===== src/rtl/fw_intc_claim_arbiter_if.sv =====
// Register bus between the hart-side bus fabric and the claim/complete arbiter.
// Every access completes in the cycle it is presented; r_ready is always 1.
interface fw_intc_claim_arbiter_if;
  logic [1:0]  r_adr;
  logic [31:0] r_dat_w;
  logic [31:0] r_dat_r;
  logic        r_we;
  logic        r_valid;
  logic        r_ready;

  modport master (
    output r_adr, r_dat_w, r_we, r_valid,
    input  r_dat_r, r_ready
  );

  modport slave (
    input  r_adr, r_dat_w, r_we, r_valid,
    output r_dat_r, r_ready
  );
endinterface


===== src/rtl/fw_intc_claim_arbiter.sv =====
// Claim/complete interrupt arbiter: samples level sources, picks one eligible
// source round-robin, raises irq and hands its id out through a CLAIM read.
module fw_intc_claim_arbiter #(
  parameter int N_SRCS = 4
) (
  input  logic                  clock,
  input  logic                  reset,
  fw_intc_claim_arbiter_if.slave r,
  input  logic [N_SRCS-1:0]     src,
  output logic                  irq
);

  typedef enum logic {IDLE, PEND} state_t;

  state_t            state, state_n;
  logic [N_SRCS-1:0] src_q, enable, in_service, eligible;
  logic [N_SRCS-1:0] set_mask, clr_mask;
  logic [4:0]        claim_id, claim_id_n, rr_ptr, rr_ptr_n, winner;
  logic [31:0]       elig32;
  logic              found, svc_set;
  logic              claim_rd, complete_wr, enable_wr;
  logic              unused_dat;

  assign claim_rd    = r.r_valid & ~r.r_we & (r.r_adr == 2'd1);
  assign complete_wr = r.r_valid &  r.r_we & (r.r_adr == 2'd2) &
                       (r.r_dat_w[4:0] < 5'(N_SRCS));
  assign enable_wr   = r.r_valid &  r.r_we & (r.r_adr == 2'd3);
  assign unused_dat  = ^r.r_dat_w;

  assign eligible = src_q & enable & ~in_service;
  assign elig32   = 32'(eligible);
  assign irq      = (state == PEND);
  assign r.r_ready = 1'b1;

  // Round-robin: scan upward from rr_ptr with wrap; first eligible bit wins.
  always_comb begin
    logic [5:0] idx;
    winner = '0;
    found  = 1'b0;
    for (int k = 0; k < N_SRCS; k++) begin
      idx = {1'b0, rr_ptr} + 6'(k);
      if (idx >= 6'(N_SRCS)) idx = idx - 6'(N_SRCS);
      if (!found && elig32[idx[4:0]]) begin
        found  = 1'b1;
        winner = idx[4:0];
      end
    end
  end

  always_comb begin
    state_n    = state;
    claim_id_n = claim_id;
    rr_ptr_n   = rr_ptr;
    svc_set    = 1'b0;
    case (state)
      IDLE: begin
        if (found) begin
          state_n    = PEND;
          claim_id_n = winner;
        end
      end
      PEND: begin
        if (claim_rd) begin
          svc_set  = 1'b1;
          rr_ptr_n = (claim_id == 5'(N_SRCS - 1)) ? 5'd0 : claim_id + 5'd1;
          state_n  = IDLE;
        end else if (!elig32[claim_id]) begin
          // Source dropped or was disabled before being claimed.
          state_n = IDLE;
        end
      end
      default: state_n = IDLE;
    endcase
  end

  assign set_mask = svc_set     ? N_SRCS'(32'd1 << claim_id)        : '0;
  assign clr_mask = complete_wr ? N_SRCS'(32'd1 << r.r_dat_w[4:0]) : '0;

  always_ff @(posedge clock or posedge reset) begin
    if (reset) begin
      state      <= IDLE;
      claim_id   <= '0;
      rr_ptr     <= '0;
      src_q      <= '0;
      enable     <= '0;
      in_service <= '0;
    end else begin
      state      <= state_n;
      claim_id   <= claim_id_n;
      rr_ptr     <= rr_ptr_n;
      src_q      <= src;
      in_service <= (in_service & ~clr_mask) | set_mask;
      if (enable_wr) enable <= r.r_dat_w[N_SRCS-1:0];
    end
  end

  always_comb begin
    r.r_dat_r = '0;
    case (r.r_adr)
      2'd0: r.r_dat_r = 32'(src_q);
      2'd1: if (state == PEND) r.r_dat_r = {1'b1, 26'd0, claim_id};
      2'd2: r.r_dat_r = '0;
      2'd3: r.r_dat_r = 32'(enable);
      default: r.r_dat_r = '0;
    endcase
  end

endmodule


===== src/flat_wrapper.sv =====
// flat-port wrapper written by rule: the top's interface ports become plain ports
module fw_intc_claim_arbiter_flat 
#(
  parameter int N_SRCS = 4
)
  (clock, reset, src, irq, r_r_adr, r_r_dat_w, r_r_we, r_r_valid, r_r_dat_r, r_r_ready);
  fw_intc_claim_arbiter_if r_i ();
  input  logic clock;
  input  logic reset;
  input  logic [N_SRCS-1:0] src;
  output logic irq;
  input wire logic [$bits(r_i.r_adr)-1:0] r_r_adr;
  input wire logic [$bits(r_i.r_dat_w)-1:0] r_r_dat_w;
  input wire logic [$bits(r_i.r_we)-1:0] r_r_we;
  input wire logic [$bits(r_i.r_valid)-1:0] r_r_valid;
  output wire logic [$bits(r_i.r_dat_r)-1:0] r_r_dat_r;
  output wire logic [$bits(r_i.r_ready)-1:0] r_r_ready;
  assign r_i.r_adr = r_r_adr;
  assign r_i.r_dat_w = r_r_dat_w;
  assign r_i.r_we = r_r_we;
  assign r_i.r_valid = r_r_valid;
  assign r_r_dat_r = r_i.r_dat_r;
  assign r_r_ready = r_i.r_ready;
  fw_intc_claim_arbiter #(.N_SRCS(N_SRCS)) u_core (.clock(clock), .reset(reset), .r(r_i), .src(src), .irq(irq));
endmodule

===== config.mk =====
export PLATFORM = sky130hd
export DESIGN_NAME = fw_intc_claim_arbiter_flat
export DESIGN_NICKNAME = d
export VERILOG_FILES = /design/src/rtl/fw_intc_claim_arbiter_if.sv /design/src/rtl/fw_intc_claim_arbiter.sv /design/src/flat_wrapper.sv
export SDC_FILE = /design/constraint.sdc
export NUM_CORES = 1
export LEC_CHECK = 0
export CAP_MARGIN = 20
export CORE_MARGIN = 2
export CORE_UTILIZATION = 38
export CTS_CLUSTER_SIZE = 40
export DETAILED_ROUTE_END_ITERATION = 12
export GPL_TIMING_DRIVEN = 0
export PLACE_DENSITY = 0.7
export SYNTH_ARGS = -nofsm -noshare
export SYNTH_HDL_FRONTEND = slang
export SYNTH_SLANG_ARGS = --single-unit

===== constraint.sdc =====
create_clock -name clock -period 3.55 [get_ports clock]
set_clock_uncertainty 0.15 [all_clocks]
set_input_delay 0.71 -clock clock [delete_from_list [all_inputs] [get_ports clock]]
set_output_delay 0.71 -clock clock [all_outputs]
set_load 0.02 [all_outputs]

## After elaboration in Yosys (flattened, before gate mapping)

Index checks and enable logic that the tools add are counted.

| storage, ports and cells | value |
|---|---|
| register bits after elaboration | 23 |
| input port bits | 42 |
| output and inout port bits | 34 |
| word-level logic and storage cells | 86 |

| cells by class | value |
|---|---|
| $add $sub $neg | 8 |
| magnitude comparators | 10 |
| equal/unequal tests | 4 |
| shift operators | 2 |
| multiplexer cells | 33 |
| bitwise logic cells | 14 |
| reductions and logical operators | 9 |

Operators by type and width:

| kind | number |
|---|---|
| $pmux 32 s4 | 1 |
| $mux 5 | 9 |
| $mux 32 | 1 |
| $lt 5x6->1 const B | 5 |
| $bmux 1 s5 | 5 |
| $sub 5x3->5 const B | 4 |
| $ge 6x3->1 const B | 3 |
| $mux 1 | 14 |
| $add 5x2->6 const B | 2 |
| $and 4x4->4 | 3 |
| $shl 1x5->4 const A | 2 |
| $mux 4 | 2 |
| $not 4->4 | 2 |
| $add 5x1->6 const B | 1 |
| $and 1x1->1 | 6 |
| $add 5x1->5 const B | 1 |
| $eq 5x2->1 const B | 1 |
| $ge 5x3->1 const B | 1 |
| $lt 5x3->1 const B | 1 |
| $eq 2x2->1 const B | 2 |
| $or 4x4->4 | 1 |
| $reduce_and 2->1 | 2 |
| $logic_and 1x1->1 | 3 |
| $logic_not 1->1 | 3 |
| 4 further kinds | 5 |

## Depth between registers and ports, before layout

| logic depth | value |
|---|---|
| depth in word-level cells | 16 |
| gate-level depth with buffers | 12 |
| depth with buffers taken out | 12 |

## Worst setup path before layout

Ideal clock, no wire load.

| timing path | value |
|---|---|
| path kind | reg-to-reg |
| start point | register u_core.rr_ptr[1] |
| end point | register u_core.claim_id[1] |
| library setup time | 121 ps |
| arrival time | 2532 ps |
| required time | 3279 ps |
| path slack | 747 ps |
| stages on the path, launching flop included | 13 |
| path buffers | 0 |
| clock period less this slack | 2803 ps |
| path through | dfrtp_1 > inv_2 > ha_1 > a21oi_1 > xnor2_1 > ha_1 > xnor2_1 > xnor2_1 > o31a_1 > o22ai_1 > nand2b_1 > o221a_1 > o22a_1 |

| between the ends | value |
|---|---|
| longest elaborated chain between the ends | 15 |
| elaborated cells between the ends (all ways) | 38 |
| those cells by class | add/sub: 7; order compare: 4; mux: 20; reduce/logical: 7 |

Ends and longest elaborated chain:

| what | RTL line | source |
|---|---|---|
| start: declaration | fw_intc_claim_arbiter.sv:18 | `logic [4:0] claim_id, claim_id_n, rr_ptr, rr_ptr_n, winner;` |
| start signal: assignment | fw_intc_claim_arbiter.sv:90 | `rr_ptr <= rr_ptr_n;` |
| parallel branches: the longest is 15 deep, another holds $add 5x1->6 | - |  |
| end signal: assignment | fw_intc_claim_arbiter.sv:89 | `claim_id <= claim_id_n;` |
| end: declaration | fw_intc_claim_arbiter.sv:18 |  |

Parallel ways; which one is timed is not known. The select of a mux whose other input is x is not followed.
A chain may end at the register's enable or synchronous reset.

## Worst setup path in the final report

| timing path | value |
|---|---|
| start point | input r_r_adr[1] |
| end point | output r_r_dat_r[0] |

| between the ends | value |
|---|---|
| longest elaborated chain between the ends | 2 |
| elaborated cells between the ends (all ways) | 5 |
| those cells by class | eq/ne: 3; mux: 1; reduce/logical: 1 |

Ends and longest elaborated chain:

| what | RTL line | source |
|---|---|---|
| start: declaration | flat_wrapper.sv:12 | `input wire logic [$bits(r_i.r_adr)-1:0] r_r_adr;` |
| $eq 2x2->1 (tied with other cells) | fw_intc_claim_arbiter.sv:99 | `case (r.r_adr)` |
| $pmux 32 s4 * | fw_intc_claim_arbiter.sv:99 |  |
| end: declaration | flat_wrapper.sv:16 | `output wire logic [$bits(r_i.r_dat_r)-1:0] r_r_dat_r;` |

Every way passes the cells marked *; elsewhere a longest branch is shown, timed or not.

==> out/qor.txt <==
P&R area growth vs syn: 20.7%
Syn_area_per_cell: 9.28 um^2
FF/Latch Area: 576 um^2
Vias: 1628
Gr busiest metal: met2
Worst setup margin: 0.181 ns
CTS root buffer: clkbuf_8
Setup_tns: 0 ns
Die X: 77.8 um
Number of global-route vias before repair: 1527
Clk network pwr share: 28.3%
Min-delay worst type: flop to flop
Via density per instance: 4.76
Worst Path Class, Setup: input pin to output pin
Top FF cell, synth: dfrtp_1
Lkg Pwr: 1.12 nW
Ant diodes: 0
Post-route cell area: 0.00250 mm^2
Final hold vios: 0
Wire length per cell: 12.1 um
Peak supply drop: 0.172 mV
Pwr Density: 235 mW/mm^2
Global-route met3 utilization: 1.86%
Grt ovf: 0
GRT met1 Usage: 18.7%
Fillers: 493
P_int: 0.419 mW
Max FO, Critical Path: 10
All-Layer GR Usage: 14.2%
Yosys cell types: 51
Footprint of the multi-input gates: 0.00132 mm^2
Post-CTS resize count: 0
MaxCap Viol Count: 0
# IOs: 76
NetSw: 0.168 mW
RSZ-0062 raised after global routing: false
Sequential-to-total area share from yosys stat: 27.8%
First-pass GRT wire length: 7.11 mm
Largest net degree at the start of global routing: 24
Initial DRC count: 49
Proportion of layout cells with a drive suffix above 1: 18.0%
Crit path required time: 2.69 ns
Slew Limit Headroom: 41.5%
Fin. max-slew vios: 0
Startpoint types: input pin
CTS tree: yes
Dpl hpwl: 3.22 mm
Combinational Power Share: 23.2%
Core footprint: 0.00517 mm^2
Synth area leaders: dfrtp_1 28%, buf_4 9.8%, ha_1 9.7%, mux4_2 5.4%, nand2_1 4.7%
Status: completed
Die Y: 77.8 um
Dpl cell area: 0.00245 mm^2
Post-synth EDFFs: 0
Post-Syn Area: 0.00207 mm^2
Min Tclk post-route: 3.37 ns
Initial antenna violation count: 0
Num CTS Buffers: 3
Sw Share: 28.6%
PortBufs: 20
Clock slew at reported path FFs: 0.08 ns
Tightest Pin Transition: 0.876 ns
Post-CTS Setup Repair Bufs: 0
Rows: 26
DRC: 0
Post-synth top area share: 27.8%
Initial core utilization: 40.0%
TritonRoute pass-1 iters: 4
# setup viols final: 0
Nets: 331
# placed instances: 338
Max Root-Sink Buffers: 2
Antenna Nets Post-Route: 0
Routability Congestion: 0.852
Ys Warns: 0
CTS Sinks: 23
Crit. End Element: output pin
Ys async rst share: 100%
CTS Hold Bufs: 0
Die area: 0.00605 mm^2
Met2 GRT Util: 24.4%
Sequential power share: 48.5%
Mapped Cells: 223
Post-Layout Cell Count: 342
Htree depth: 1
Crit share post-route: 94.9%
Fmax: 0.297 GHz
Cell taking the most area after synthesis: dfrtp_1
DRT Wirelength: 4.13 mm
Clk_lat worst skew: 0.27 ns
Synth Register Bits: 23
CP arrival: 2.51 ns
Pre-CTS WS: 0.194 ns
Worst hold slack: 0.339 ns
-- state kept, by name, summed over array words and instances, names as in the netlist --
register and flops:
u_core.rr_ptr 5, u_core.irq 1, u_core.src_q 4, u_core.claim_id 5, u_core.in_service 4, u_core.enable 4
-- layer usage --
layer  vias up  part of all wire [%]
met1       755                    47
li1        827                     -
met2        42                    48
met5         -                     0
met4         0                  0.58
met3         4                   3.9
-- layout by cell type (no fill, tap or decap), types with 5 or more instances in the layout --
| cell | synthesis | final |
|---|---|---|
| nor2b_1 | 6 | 6 |
| inv_1 | 5 | 5 |
| clkbuf_1 | 6 | 6 |
| o21ai_0 | 11 | 11 |
| clkdlybuf4s50_1 | 0 | 20 |
| mux4_2 | 5 | 5 |
| dfrtp_1 | 23 | 23 |
| nand3b_1 | 5 | 5 |
| xnor2_1 | 8 | 8 |
| a22o_1 | 5 | 5 |
| nor2_1 | 11 | 11 |
| buf_4 | 27 | 27 |
| nand3_1 | 8 | 8 |
| conb_1 | 2 | 27 |
| a21oi_1 | 7 | 7 |
| ha_1 | 16 | 16 |
| nand2_1 | 26 | 26 |
-- area by class of cell --
class	instances	share of cell area, %
tap	70	3.51
clock inverter	1	0.200
timing repair buffer	20	8.02
clock buffer	3	1.65
sequential	23	23.0
buffer	35	9.67
multi-input combinational	182	52.7
inverter	8	1.20
-- power groups by stage --
stage	logic (mW)	clock network, mW	registers [mW]
after detailed placement	0.135	0	0.289
after floorplan	0.101	0	0.285
after CTS	0.136	0.169	0.284
after global placement	0.134	0	0.289
final	0.136	0.166	0.284
after global routing	0.146	0.180	0.286
-- path summary, 6_finish.rpt --
path                       slack (ns)  cells after the start                            from                             end
max in group asynchronous        1.94                      2                           reset       u_core.src_q[2]$_DFF_PP0_
setup / recovery                 0.18                      5                      r_r_adr[1]                    r_r_dat_r[0]
hold / removal                   0.34                      2  u_core.in_service[3]$_DFF_PP0_  u_core.in_service[3]$_DFF_PP0_
min in group asynchronous        0.77                      2                           reset  u_core.claim_id[0]$_DFFE_PP0P_
setup reg to reg                 0.34                     11    u_core.rr_ptr[0]$_DFFE_PP0P_  u_core.claim_id[1]$_DFFE_PP0P_
hold reg to reg                  0.34                      2  u_core.in_service[3]$_DFF_PP0_  u_core.in_service[3]$_DFF_PP0_
-- cell families after synthesis --
logic type               Yosys count  synth area share, %
AND/OR/NAND/NOR                   76                 19.6
buffers and inverters             43                 13.1
AO/OA/AOI/OAI                     40                 14.3
flip-flops                        23                 27.8
adder cells (fa/ha/maj)           16                 9.67
XOR/XNOR                          13                 7.13
multiplexers                      10                 8.04
other                              2                0.363
-- stage by stage --
stage	power, mW	util (%)
final	0.587	48.3
after global placement	0.423	47.4
after floorplan	0.386	-
after detailed placement	0.424	47.4
after CTS	0.589	48.3
after global routing	0.613	48.3
-- synth_stat cells (all sizes together), types with 2 or more instances --
master   n
mux2     3
dfrtp   23
and3b    3
xor2     4
mux4     5
nor3     4
buf     29
o21ai   11
a31oi    4
nor2    13
nand4    2
mux2i    2
nand3    8
o22ai    2
nand3b   5
nand2   26
a22o     5
conb     2
ha      16
inv      7
xnor2    8
nand2b   3
a21oi    7
nor2b    6
clkbuf   6
-- critical path, stage by stage --
cell and delay [ns]:
clkdlybuf4s50_1 0.52, clkbuf_1 0.31, nor2_1 0.16, a22o_1 0.27, clkdlybuf4s50_1 0.53
No activity file was read; power rests on OpenSTA's default activity.
